--- src/rtl/inst_fetch.sv ---
// inst_fetch: front-end fetch stage.
// Owns the program counter, drives a synchronous-read instruction memory and
// presents one slot per cycle to decode. A one-entry hold register keeps the
// presented instruction stable across downstream stalls, and a pending-redirect
// register defers a branch that arrives while the stage is stalled.
//
// Handshake: inst_enable is a valid qualified by the inverse of stall (the
// ready). A slot is consumed only in a cycle where inst_enable=1; while
// stall=1 the slot (inst/pc/pc1/distinct) stays unchanged until accepted.
module inst_fetch #(
  parameter int INST_MEM_WIDTH = 2,
  parameter int START_PC       = 0
) (
  input  logic                      CLK,
  input  logic                      reset,
  input  logic                      stall,
  input  logic                      branch_valid,
  input  logic [INST_MEM_WIDTH-1:0] branch_target,
  output logic                      imem_en,
  output logic [INST_MEM_WIDTH-1:0] imem_addr,
  input  logic [31:0]               imem_rdata,
  output logic [31:0]               inst,
  output logic                      inst_enable,
  output logic                      distinct,
  output logic [INST_MEM_WIDTH-1:0] pc,
  output logic [INST_MEM_WIDTH-1:0] pc1,
  output logic                      dbg_state
);

  localparam int W = INST_MEM_WIDTH;
  localparam logic [W-1:0] START_ADDR = W'(START_PC);
  localparam logic [W-1:0] ONE        = W'(1);

  typedef enum logic {S_BOOT = 1'b0, S_RUN = 1'b1} state_t;

  state_t        state_q, state_d;
  logic [W-1:0]  fpc_q, fpc_d;          // address issued to memory this cycle
  logic [W-1:0]  rpc_q, rpc_d;          // address of the presented slot
  logic          rvalid_q, rvalid_d;
  logic          rkill_q, rkill_d;      // presented slot is a wrong-path bubble
  logic [31:0]   hold_inst_q, hold_inst_d;
  logic          hold_valid_q, hold_valid_d;
  logic          pend_valid_q, pend_valid_d;
  logic [W-1:0]  pend_target_q, pend_target_d;

  assign dbg_state = state_q;

  // State register update with synchronous reset.
  always_ff @(posedge CLK) begin
    if (reset) begin
      state_q       <= S_BOOT;
      fpc_q         <= START_ADDR;
      rpc_q         <= '0;
      rvalid_q      <= 1'b0;
      rkill_q       <= 1'b0;
      hold_inst_q   <= '0;
      hold_valid_q  <= 1'b0;
      pend_valid_q  <= 1'b0;
      pend_target_q <= '0;
    end else begin
      state_q       <= state_d;
      fpc_q         <= fpc_d;
      rpc_q         <= rpc_d;
      rvalid_q      <= rvalid_d;
      rkill_q       <= rkill_d;
      hold_inst_q   <= hold_inst_d;
      hold_valid_q  <= hold_valid_d;
      pend_valid_q  <= pend_valid_d;
      pend_target_q <= pend_target_d;
    end
  end

  // Next-state and output decode for the boot/run sequencer.
  always_comb begin
    state_d       = state_q;
    fpc_d         = fpc_q;
    rpc_d         = rpc_q;
    rvalid_d      = rvalid_q;
    rkill_d       = rkill_q;
    hold_inst_d   = hold_inst_q;
    hold_valid_d  = hold_valid_q;
    pend_valid_d  = pend_valid_q;
    pend_target_d = pend_target_q;

    imem_en     = 1'b0;
    imem_addr   = fpc_q;
    inst        = '0;
    inst_enable = 1'b0;
    distinct    = 1'b0;
    pc          = rpc_q;
    pc1         = rpc_q + ONE;

    if (reset) begin
      // Outputs are quiet while reset is held, whatever the current state.
      pc  = '0;
      pc1 = ONE;
    end else begin
      case (state_q)
        S_BOOT: begin
          // Issue the first fetch; its data becomes the first presented slot.
          imem_en  = 1'b1;
          rpc_d    = fpc_q;
          fpc_d    = fpc_q + ONE;
          rvalid_d = 1'b1;
          state_d  = S_RUN;
        end
        default: begin
          inst        = rkill_q ? 32'h0 : (hold_valid_q ? hold_inst_q : imem_rdata);
          distinct    = rkill_q;
          inst_enable = rvalid_q & ~stall;
          imem_en     = ~stall;
          if (!stall) begin
            rpc_d        = fpc_q;
            rvalid_d     = 1'b1;
            hold_valid_d = 1'b0;
            // Any advance retires the deferred redirect: a fresh branch in the
            // same cycle is younger and supersedes it.
            pend_valid_d = 1'b0;
            if (branch_valid) begin
              fpc_d   = branch_target;
              rkill_d = 1'b1;
            end else if (pend_valid_q) begin
              fpc_d   = pend_target_q;
              rkill_d = 1'b1;
            end else begin
              fpc_d   = fpc_q + ONE;
              rkill_d = 1'b0;
            end
          end else begin
            // Capture memory data on the first stall cycle, before it can change.
            if (rvalid_q && !hold_valid_q) begin
              hold_inst_d  = imem_rdata;
              hold_valid_d = 1'b1;
            end
            // Latest branch seen during a stall wins.
            if (branch_valid) begin
              pend_valid_d  = 1'b1;
              pend_target_d = branch_target;
            end
          end
        end
      endcase
    end
  end

endmodule

--- config.mk ---
export PLATFORM = sky130hd
export DESIGN_NAME = inst_fetch
export DESIGN_NICKNAME = d
export VERILOG_FILES = /design/src/rtl/inst_fetch.sv
export SDC_FILE = /design/constraint.sdc
export NUM_CORES = 1
export LEC_CHECK = 0
export ABC_CLOCK_PERIOD_IN_PS = 1940
export CORE_ASPECT_RATIO = 0.7
export CORE_UTILIZATION = 31
export CTS_CLUSTER_DIAMETER = 60
export CTS_CLUSTER_SIZE = 28
export DETAILED_ROUTE_END_ITERATION = 8
export PLACE_DENSITY = 0.68
export RECOVER_POWER = 100
export SYNTH_ARGS = -nofsm -noshare
export SYNTH_HDL_FRONTEND = slang
export SYNTH_SLANG_ARGS = --single-unit
export TNS_END_PERCENT = 20
--- constraint.sdc ---
create_clock -name CLK -period 1.94 [get_ports CLK]
set_clock_uncertainty 0.1 [all_clocks]
set_input_delay 0.388 -clock CLK [delete_from_list [all_inputs] [get_ports CLK]]
set_output_delay 0.388 -clock CLK [all_outputs]
set_load 0.05 [all_outputs]
==> impl_metrics.py, run 1 <==
metrics = {
    "worst_setup_path": {
        "cp.arrival_ns": 1.58,
        "critPathKind": "reg -> out",
        "path_max_fanout": 7,
        "worstPathRequired_ns": 1.45,
        "cp-end-kind": "output pin",
        "critPathLaunchType": "flip-flop",
    },
    "die": {
        "dieArea_sq_mm": 0.00733,
        "die_h_um": 71.9,
        "fp.coreArea_sq_mm": 0.00676,
        "row_count": 25,
        "die_w_um": 102,
        "initial_core_util_pct": 32.1,
        "io_pins": 80,
    },
    "clock_network": {
        "cts_max_level": 2,
        "cts_root_buffer": "clkbuf_8",
        "cts.path.max_buffers": 2,
        "cts_buffers": 5,
        "cts_tree": "done",
        "clkSlewWorstSetupHoldPaths_ns": 0.07,
        "hold_buffers": 0,
        "clock_sinks": 43,
        "clock_latency_ns": 0.29,
    },
    "sta": {
        "layout_setup_ws_ns": -0.124,
        "fin_tns_setup_ns": -3.15,
        "hold_viol": 0,
        "worstMarginPinSlew_ns": 0.589,
        "clock.fmax_mhz": 484,
        "relSlewSlack_pct": 60.9,
        "rsz0062_at_grt": "yes",
        "fin_crit_sh_pct": 106,
        "setup_viol": 34,
        "drv_slew": 0,
        "period_minus_slack_ns": 2.06,
    },
    "synthesis": {
        "yosys_warnings": 0,
        "synthDistinctLibCells": 33,
        "yosys.area.top_type": "dfxtp_1",
        "synth.avg_cell_area_sq_um": 7.79,
        "synth_area_sq_mm": 0.00217,
        "netlist_top_cells_area": "dfxtp_1 (40%), mux2i_1 (16%), nand2_1 (11%), a21oi_1 (8.5%), nor2_1 (5.2%)",
        "ys_seq_area_share_pct": 39.7,
        "netlist_instances": 278,
        "synth_top_area_share_pct": 39.7,
        "synth_seq_cells": 43,
        "synth_nets": 316,
    },
    "global_route": {
        "gr-total-overflow": 0,
        "grt_pass1_wl_um": 9700,
        "grt_start_max_net_pins": 31,
        "grt_pass1_vias": 2029,
        "grt_usage_pct": 16.8,
        "antenna_found_initial": 0,
    },
    "placed_design": {
        "post-dp-hpwl_um": 4210,
        "place_congestion": 0.746,
        "place_area_sq_mm": 0.00352,
        "numPortBuffers": 79,
    },
    "min_path": {
        "hold_class": "reg -> reg",
    },
    "routing": {
        "ant_nets": 0,
        "drt-initial-drc-count": 66,
        "routed_via_density": 4.74,
        "avgRoutedWirePerCell_um": 13.5,
        "drt-total-wl_um": 6140,
        "num_vias": 2150,
        "first_pass_iters": 4,
        "drc": 0,
    },
    "power": {
        "switching_share_pct": 31.1,
        "vdd_drop_max_v": 0.000318,
        "power_frac_comb_pct": 31.0,
        "internal_power_w": 0.00156,
        "p_clk_share_pct": 27.2,
        "p_per_area_mw_per_mm2": 595,
        "p_leak_nw": 1.34,
        "switching_power_w": 0.000704,
        "seq_power_share_pct": 41.7,
    },
    "run": {
        "drv_cap": 0,
    },
    "finish": {
        "final_common_cell": "nand2_1",
        "drive_gt1_share_pct": 27.8,
        "final_cell_mix": "nand2_1 (66), dfxtp_1 (41), buf_12 (39)",
        "antenna_cells": 0,
        "final_nets": 398,
        "syn2layout_area_growth_pct": 75.9,
        "final_cell_area_sq_mm": 0.00381,
    },
    "run_status": {
        "status": "complete, but fails checks",
        "violations": "setup timing",
    },
}
==> cells in the mapped netlist <==
library cell	count
buf_1	1
mux2i_1	34
nand2_1	66
a21oi_1	37
nor3_1	3
or3_1	1
a211oi_1	1
nand4b_1	1
inv_2	1
nor4b_1	1
xnor2_1	1
dfxtp_1	43
a31oi_1	1
a2111oi_0	1
nor2_2	10
nand3_1	4
clkbuf_1	8
and4b_1	1
nand2b_1	4
a311oi_1	1
o311ai_0	1
nor2b_1	3
and3_1	1
a211o_1	1
o31ai_1	1
inv_1	3
nor2_1	30
buf_2	10
and2_1	2
buf_6	3
a21bo_2	1
and3b_1	1
o2111ai_1	1
==> cell type report <==
class | count | area [sq um]
Clock buffer | 7 | 97.6
Fill cell | 586 | 2950
Inverter | 4 | 17.5
Multi-Input combinational cell | 209 | 1400
Sequential cell | 43 | 866
Tap cell | 94 | 118
Timing Repair Buffer | 97 | 1310
==> power by group through the flow <==
stage / clock network [W] / registers, W / logic, W
2_1_floorplan: 0 / 0.000978 / 0.000334
3_3_place_gp: 0 / 0.000964 / 0.000646
3_5_place_dp: 0 / 0.000967 / 0.000652
4_1_cts: 0.000633 / 0.000946 / 0.000695
5_1_grt: 0.000671 / 0.000951 / 0.000742
6_report: 0.000617 / 0.000946 / 0.000703
==> final timing paths <==
path	start	endpoint	depth (start not counted)	slack, ns
setup / recovery	dbg_state	inst[31]	5	-0.12
hold / removal	hold_inst_q[5]	hold_inst_q[5]	2	0.36
hold reg to reg	hold_inst_q[5]	hold_inst_q[5]	2	0.36
setup reg to reg	dbg_state	hold_inst_q[1]	5	0.53
==> state kept, by name (all words and copies together), names as in the netlist <==
| register | count |
|---|---|
| pend_valid_q | 1 |
| dbg_state | 1 |
| pend_target_q | 2 |
| rvalid_q | 1 |
| hold_inst_q | 32 |
| rpc_q | 2 |
| imem_addr | 2 |
| rkill_q | 1 |
| hold_valid_q | 1 |
==> cells by family after synthesis <==
family	Yosys count	share of synthesized area, %
flip-flops	43	39.7
AND/OR/NAND/NOR	128	26.0
multiplexers	34	15.7
buffers and inverters	26	6.12
AO/OA/AOI/OAI	46	12.0
XOR/XNOR	1	0.404
==> critical path: stages, from the launching register on <==
cell and delay (ns):
dfxtp_4 0.36, inv_4 0.03, or3_4 0.41, clkbuf_16 0.22, nor2_4 0.13, buf_12 0.14
==> routing by layer <==
layer,vias up,global-route usage [%],part of all wire (%)
met5,-,0,0
met3,5,5.68,7.9
met4,0,3.49,0.41
met2,65,25.0,43
met1,997,23.7,48
li1,1083,-,-
==> metrics by stage <==
| step | total power [W] | util [%] | cells | worst slack (ns) | hold slack [ns] |
|---|---|---|---|---|---|
| after floorplan | 0.00131 | - | 278 | -0.150 | 0.336 |
| after global placement | 0.00161 | 52.1 | 444 | -0.0582 | 0.341 |
| after detailed placement | 0.00162 | 52.1 | 444 | -0.0635 | 0.346 |
| after CTS | 0.00227 | 55.7 | 452 | -0.158 | 0.357 |
| after global routing | 0.00236 | 56.4 | 454 | -0.176 | 0.379 |
| final | 0.00227 | 56.4 | 454 | -0.124 | 0.356 |
==> what timing repair did <==
action                                  4_1_cts  5_1_grt
cloned                                        1        1
endpoints found under the hold margin         0        0
endpoints found under the setup margin       32       33
pin swaps                                    10       13
gates resized for setup                      25        9
buffers inserted                              0        1
Note: power is estimated with default switching activity, not from simulation.
==> run 2, diff against run 1 <==
- CTS_CLUSTER_DIAMETER: 60 -> 150
- GPL_ROUTABILITY_DRIVEN: unset -> 0
- MAX_ROUTING_LAYER: unset -> met4
==> impl_metrics.py, run 2 (synthesis gave the netlist of run 1 again) <==
metrics = {
    "run_status": {
        "status": "complete, but fails checks",
        "violations": "setup timing",
    },
    "sta": {
        "layout_setup_ws_ns": -0.126,
        "timing.hold.ws_ns": 0.356,
        "hold_viol": 0,
        "drv_slew": 0,
        "clock.fmax_mhz": 484,
        "worstMarginPinSlew_ns": 0.589,
        "setup_viol": 34,
        "relSlewSlack_pct": 60.9,
        "period_minus_slack_ns": 2.07,
        "rsz0062_at_grt": "yes",
        "fin_crit_sh_pct": 107,
    },
    "routing": {
        "avgRoutedWirePerCell_um": 13.5,
        "drt-initial-drc-count": 73,
        "drc": 0,
        "drt-total-wl_um": 6140,
        "first_pass_iters": 4,
        "num_vias": 2159,
        "routed_via_density": 4.76,
        "ant_nets": 0,
    },
    "die": {
        "row_count": 25,
        "die_h_um": 71.9,
        "die_w_um": 102,
        "initial_core_util_pct": 32.1,
        "io_pins": 80,
        "fp.coreArea_sq_mm": 0.00676,
        "dieArea_sq_mm": 0.00733,
    },
    "worst_setup_path": {
        "critPathLaunchType": "flip-flop",
        "reg2reg_depth": 5,
        "cpMaxStageDelayCell": "or3_4",
        "cp-end-kind": "output pin",
        "cp.arrival_ns": 1.58,
        "critPathKind": "reg -> out",
        "path_max_fanout": 7,
        "r2r_start": "dbg_state",
        "worstPathRequired_ns": 1.45,
        "critPathBufInv": 3,
        "cp_top_family": "simple AND/OR/NAND/NOR gates",
        "max_stage_delay_ns": 0.41,
        "worstReg2RegEnd": "hold_inst_q[1]",
        "reg2reg_slack_ns": 0.53,
        "path_cells": "inv_4 > or3_4 > clkbuf_16 > nor2_4 > buf_12",
    },
    "global_route": {
        "grt_usage_pct": 17.3,
        "grt_start_max_net_pins": 31,
        "antenna_found_initial": 0,
        "grt_pass1_wl_um": 9680,
        "grt_pass1_vias": 2028,
        "gr-total-overflow": 0,
    },
    "power": {
        "p_per_area_mw_per_mm2": 595,
        "p_leak_nw": 1.34,
        "vdd_drop_max_v": 0.000315,
    },
    "finish": {
        "utilization_pct": 56.4,
        "final_nets": 398,
        "final_cell_area_sq_mm": 0.00381,
        "final_common_cell": "nand2_1",
        "regMostFlops": "hold_inst_q",
        "largest_register_ffs": 32,
        "syn2layout_area_growth_pct": 75.9,
        "nFillCells": 586,
        "antenna_cells": 0,
        "fin_cells": 454,
        "drive_gt1_share_pct": 27.8,
        "final_cell_mix": "nand2_1 (66), dfxtp_1 (41), buf_12 (39)",
    },
    "placed_design": {
        "dp_cells": 444,
        "post-dp-hpwl_um": 4210,
        "numPortBuffers": 79,
        "place_area_sq_mm": 0.00352,
        "post-place-ws_ns": -0.0635,
    },
    "min_path": {
        "hold_path_end": "hold_inst_q[5]",
        "hp-start": "hold_inst_q[5]",
        "hold_class": "reg -> reg",
        "holdPathStages": 2,
    },
    "clock_network": {
        "cts.path.max_buffers": 2,
        "clkSlewWorstSetupHoldPaths_ns": 0.07,
        "cts_max_level": 2,
        "clock_sinks": 43,
        "cts_buffers": 5,
        "cts_root_buffer": "clkbuf_8",
        "hold_buffers": 0,
        "cts_tree": "done",
        "clock_latency_ns": 0.29,
    },
    "run": {
        "drv_cap": 0,
    },
}
run 2: cell counts in the layout (fill, tap and decap cells not counted):
No cell type changed its count.
run 2: per-layer routing:
| layer | track usage [%] | wire (um) |
|---|---|---|
| met1 | 23.7 | 2950 |
| met2 | 25.1 | 2720 |
| met3 | 5.39 | 446 |
| met4 | 3.49 | 25 |
| met5 | - | 0 |
run 2: how the worst max path moves through the flow:
| stage | from | end | slack (ns) | cells past startpoint |
|---|---|---|---|---|
| detailed placement | reset | inst[4] | -0.06 | 5 |
| floorplan | dbg_state | inst[12] | -0.15 | 5 |
| CTS | dbg_state | inst[12] | -0.16 | 5 |
| global route | dbg_state | inst[12] | -0.18 | 5 |
| finish | dbg_state | inst[31] | -0.13 | 5 |
| global placement | reset | inst[4] | -0.06 | 5 |
run 2: worst min-delay path: stages, from the launching register on:
cell and delay, ns:
dfxtp_1 0.31, nand2_1 0.05, a21oi_1 0.05
run 2: layout make-up:
class	instances	area, sq um	share of cell area [%]
multi-input cells	209	1400	36.7
repair buffers	97	1310	34.4
flip-flops and latches	43	866	22.7
well taps	94	118	3.09
clock buffers	7	97.6	2.56
inverters	4	17.5	0.460
run 2: where the power goes:
part	total [W]	internal (W)	switching [W]
logic	0.000703	0.000319	0.000384
registers	0.000946	0.000918	0.0000283
clock network	0.000616	0.000326	0.000291
total	0.00227	0.00156	0.000703
run 2: through the flow:
stage / setup TNS (ns) / power (W)
5_1_grt: -5.23 / 0.00236
4_1_cts: -3.83 / 0.00227
2_1_floorplan: -4.52 / 0.00131
6_report: -3.23 / 0.00227
3_3_place_gp: -1.05 / 0.00161
3_5_place_dp: -1.20 / 0.00162
run 2: timing repair:
item,CTS,global route
resized for setup,25,9
setup endpoints to repair,32,33
cloned,1,1
setup buffers,0,1
pin swaps,10,13
==> run 3, diff against run 2 <==
- CORE_ASPECT_RATIO: 0.7 -> 1.1
==> impl_metrics.py, run 3 (synthesis gave the netlist of run 1 again) <==
metrics = {
    "routing": {
        "ant_nets": 0,
        "drt-total-wl_um": 5430,
        "drc": 0,
        "routed_via_density": 4.82,
        "avgRoutedWirePerCell_um": 12.3,
        "drt-initial-drc-count": 73,
        "num_vias": 2122,
        "first_pass_iters": 4,
    },
    "min_path": {
        "holdPathStages": 2,
        "hold_class": "reg -> reg",
    },
    "global_route": {
        "grt_pass1_vias": 1949,
        "grt_usage_pct": 15.7,
        "antenna_found_initial": 0,
        "grt_pass1_wl_um": 8760,
        "grt_start_max_net_pins": 36,
        "gr-total-overflow": 0,
    },
    "die": {
        "dieArea_sq_mm": 0.00733,
        "row_count": 31,
        "die_h_um": 89.7,
        "initial_core_util_pct": 32.5,
        "io_pins": 80,
        "die_w_um": 81.7,
        "fp.coreArea_sq_mm": 0.00667,
    },
    "placed_design": {
        "numPortBuffers": 79,
        "post-dp-hpwl_um": 3860,
        "dp_cells": 432,
        "place_area_sq_mm": 0.00337,
    },
    "clock_network": {
        "hold_buffers": 0,
        "clock_latency_ns": 0.29,
        "cts_max_level": 2,
        "cts.path.max_buffers": 2,
        "postCtsSetupBuffers": 0,
        "cts_root_buffer": "clkbuf_8",
        "cts_buffers": 5,
        "clock_sinks": 43,
        "clkSlewWorstSetupHoldPaths_ns": 0.09,
        "cts_tree": "done",
    },
    "sta": {
        "hold_viol": 0,
        "timing.hold.ws_ns": 0.355,
        "worstMarginPinSlew_ns": 0.592,
        "rsz0062_at_grt": "yes",
        "fin_crit_sh_pct": 106,
        "drv_slew": 0,
        "clock.fmax_mhz": 488,
        "relSlewSlack_pct": 60.7,
        "setup_viol": 34,
        "period_minus_slack_ns": 2.05,
        "layout_setup_ws_ns": -0.111,
    },
    "finish": {
        "final_common_cell": "nand2_1",
        "final_nets": 395,
        "final_cell_area_sq_mm": 0.00356,
        "seq_area_sq_um": 866,
        "regMostFlops": "hold_inst_q",
        "largest_register_ffs": 32,
        "fin_cells": 440,
        "multiInputGateArea_sq_mm": 0.00133,
        "syn2layout_area_growth_pct": 64.3,
        "drive_gt1_share_pct": 27.7,
        "nFillCells": 620,
        "final_cell_mix": "nand2_1 (66), dfxtp_1 (41), a21oi_1 (37)",
        "antenna_cells": 0,
    },
    "worst_setup_path": {
        "cp-end-kind": "output pin",
        "critPathLaunchType": "flip-flop",
        "max_stage_delay_ns": 0.39,
        "worstPathRequired_ns": 1.45,
        "path_cells": "inv_2 > or3_4 > buf_12 > nor2_4 > buf_12",
        "critPathBufInv": 3,
        "reg2reg_depth": 5,
        "path_common_cell": "buf_12",
        "cp_top_family": "simple AND/OR/NAND/NOR gates",
        "worstSetupPathDepth": 5,
        "critPathKind": "reg -> out",
        "reg2reg_slack_ns": 0.39,
        "cpMaxStageDelayCell": "or3_4",
        "path_max_fanout": 15,
        "cp.arrival_ns": 1.56,
    },
    "power": {
        "p_leak_nw": 1.28,
        "vdd_drop_max_v": 0.000298,
        "p_per_area_mw_per_mm2": 607,
    },
    "run_status": {
        "status": "complete, but fails checks",
        "violations": "setup timing",
    },
    "run": {
        "drv_cap": 0,
    },
}
-- run 3: final timing paths --
kind | startpoint | end
worst max-delay path | dbg_state | inst[25]
worst min-delay path | hold_inst_q[9] | hold_inst_q[9]
worst max register to register | hold_valid_q | hold_inst_q[22]
worst min register to register | hold_inst_q[9] | hold_inst_q[9]
-- run 3: where the power goes --
part	total, W	internal (W)	leakage [nW]	switching, W
sequential	0.000943	0.000918	0.351	0.0000255
clock	0.000578	0.000288	0.0482	0.000291
combinational	0.000639	0.000284	0.876	0.000355
-- run 3: through the flow --
stage	setup slack, ns	util [%]	TNS [ns]	total power (W)
after CTS	-0.127	53.7	-3.47	0.00221
final	-0.111	53.3	-2.85	0.00216
after global routing	-0.179	53.3	-5.16	0.00227
after detailed placement	-0.0620	50.5	-1.20	0.00159
after global placement	-0.0476	50.5	-0.871	0.00158
after floorplan	-0.150	-	-4.52	0.00131
-- run 3: timing repair --
action,CTS,global route
cloned,0,0
resized for setup,27,1
pin swaps,7,6
endpoints found under the setup margin,32,33
-- run 3: area by class of cell --
class,instances,share of cell area [%]
multi-input cells,209,37.4
repair buffers,94,32.3
clock buffers,7,2.43
clock inverters,1,0.141
flip-flops and latches,43,24.3
inverters,4,0.422
well taps,82,2.88
-- run 3: layer usage --
| layer | GRT usage [%] | up-vias | routed length [um] |
|---|---|---|---|
| met4 | 3.99 | 0 | 14 |
| li1 | - | 1080 | - |
| met3 | 2.22 | 2 | 227 |
| met1 | 18.5 | 992 | 2320 |
| met2 | 28.0 | 48 | 2870 |
| met5 | - | - | 0 |
-- run 3: worst min-delay path: stages, from the launching register on --
cell     delay, ns
dfxtp_1       0.31
nand2_1       0.05
a21oi_1       0.05
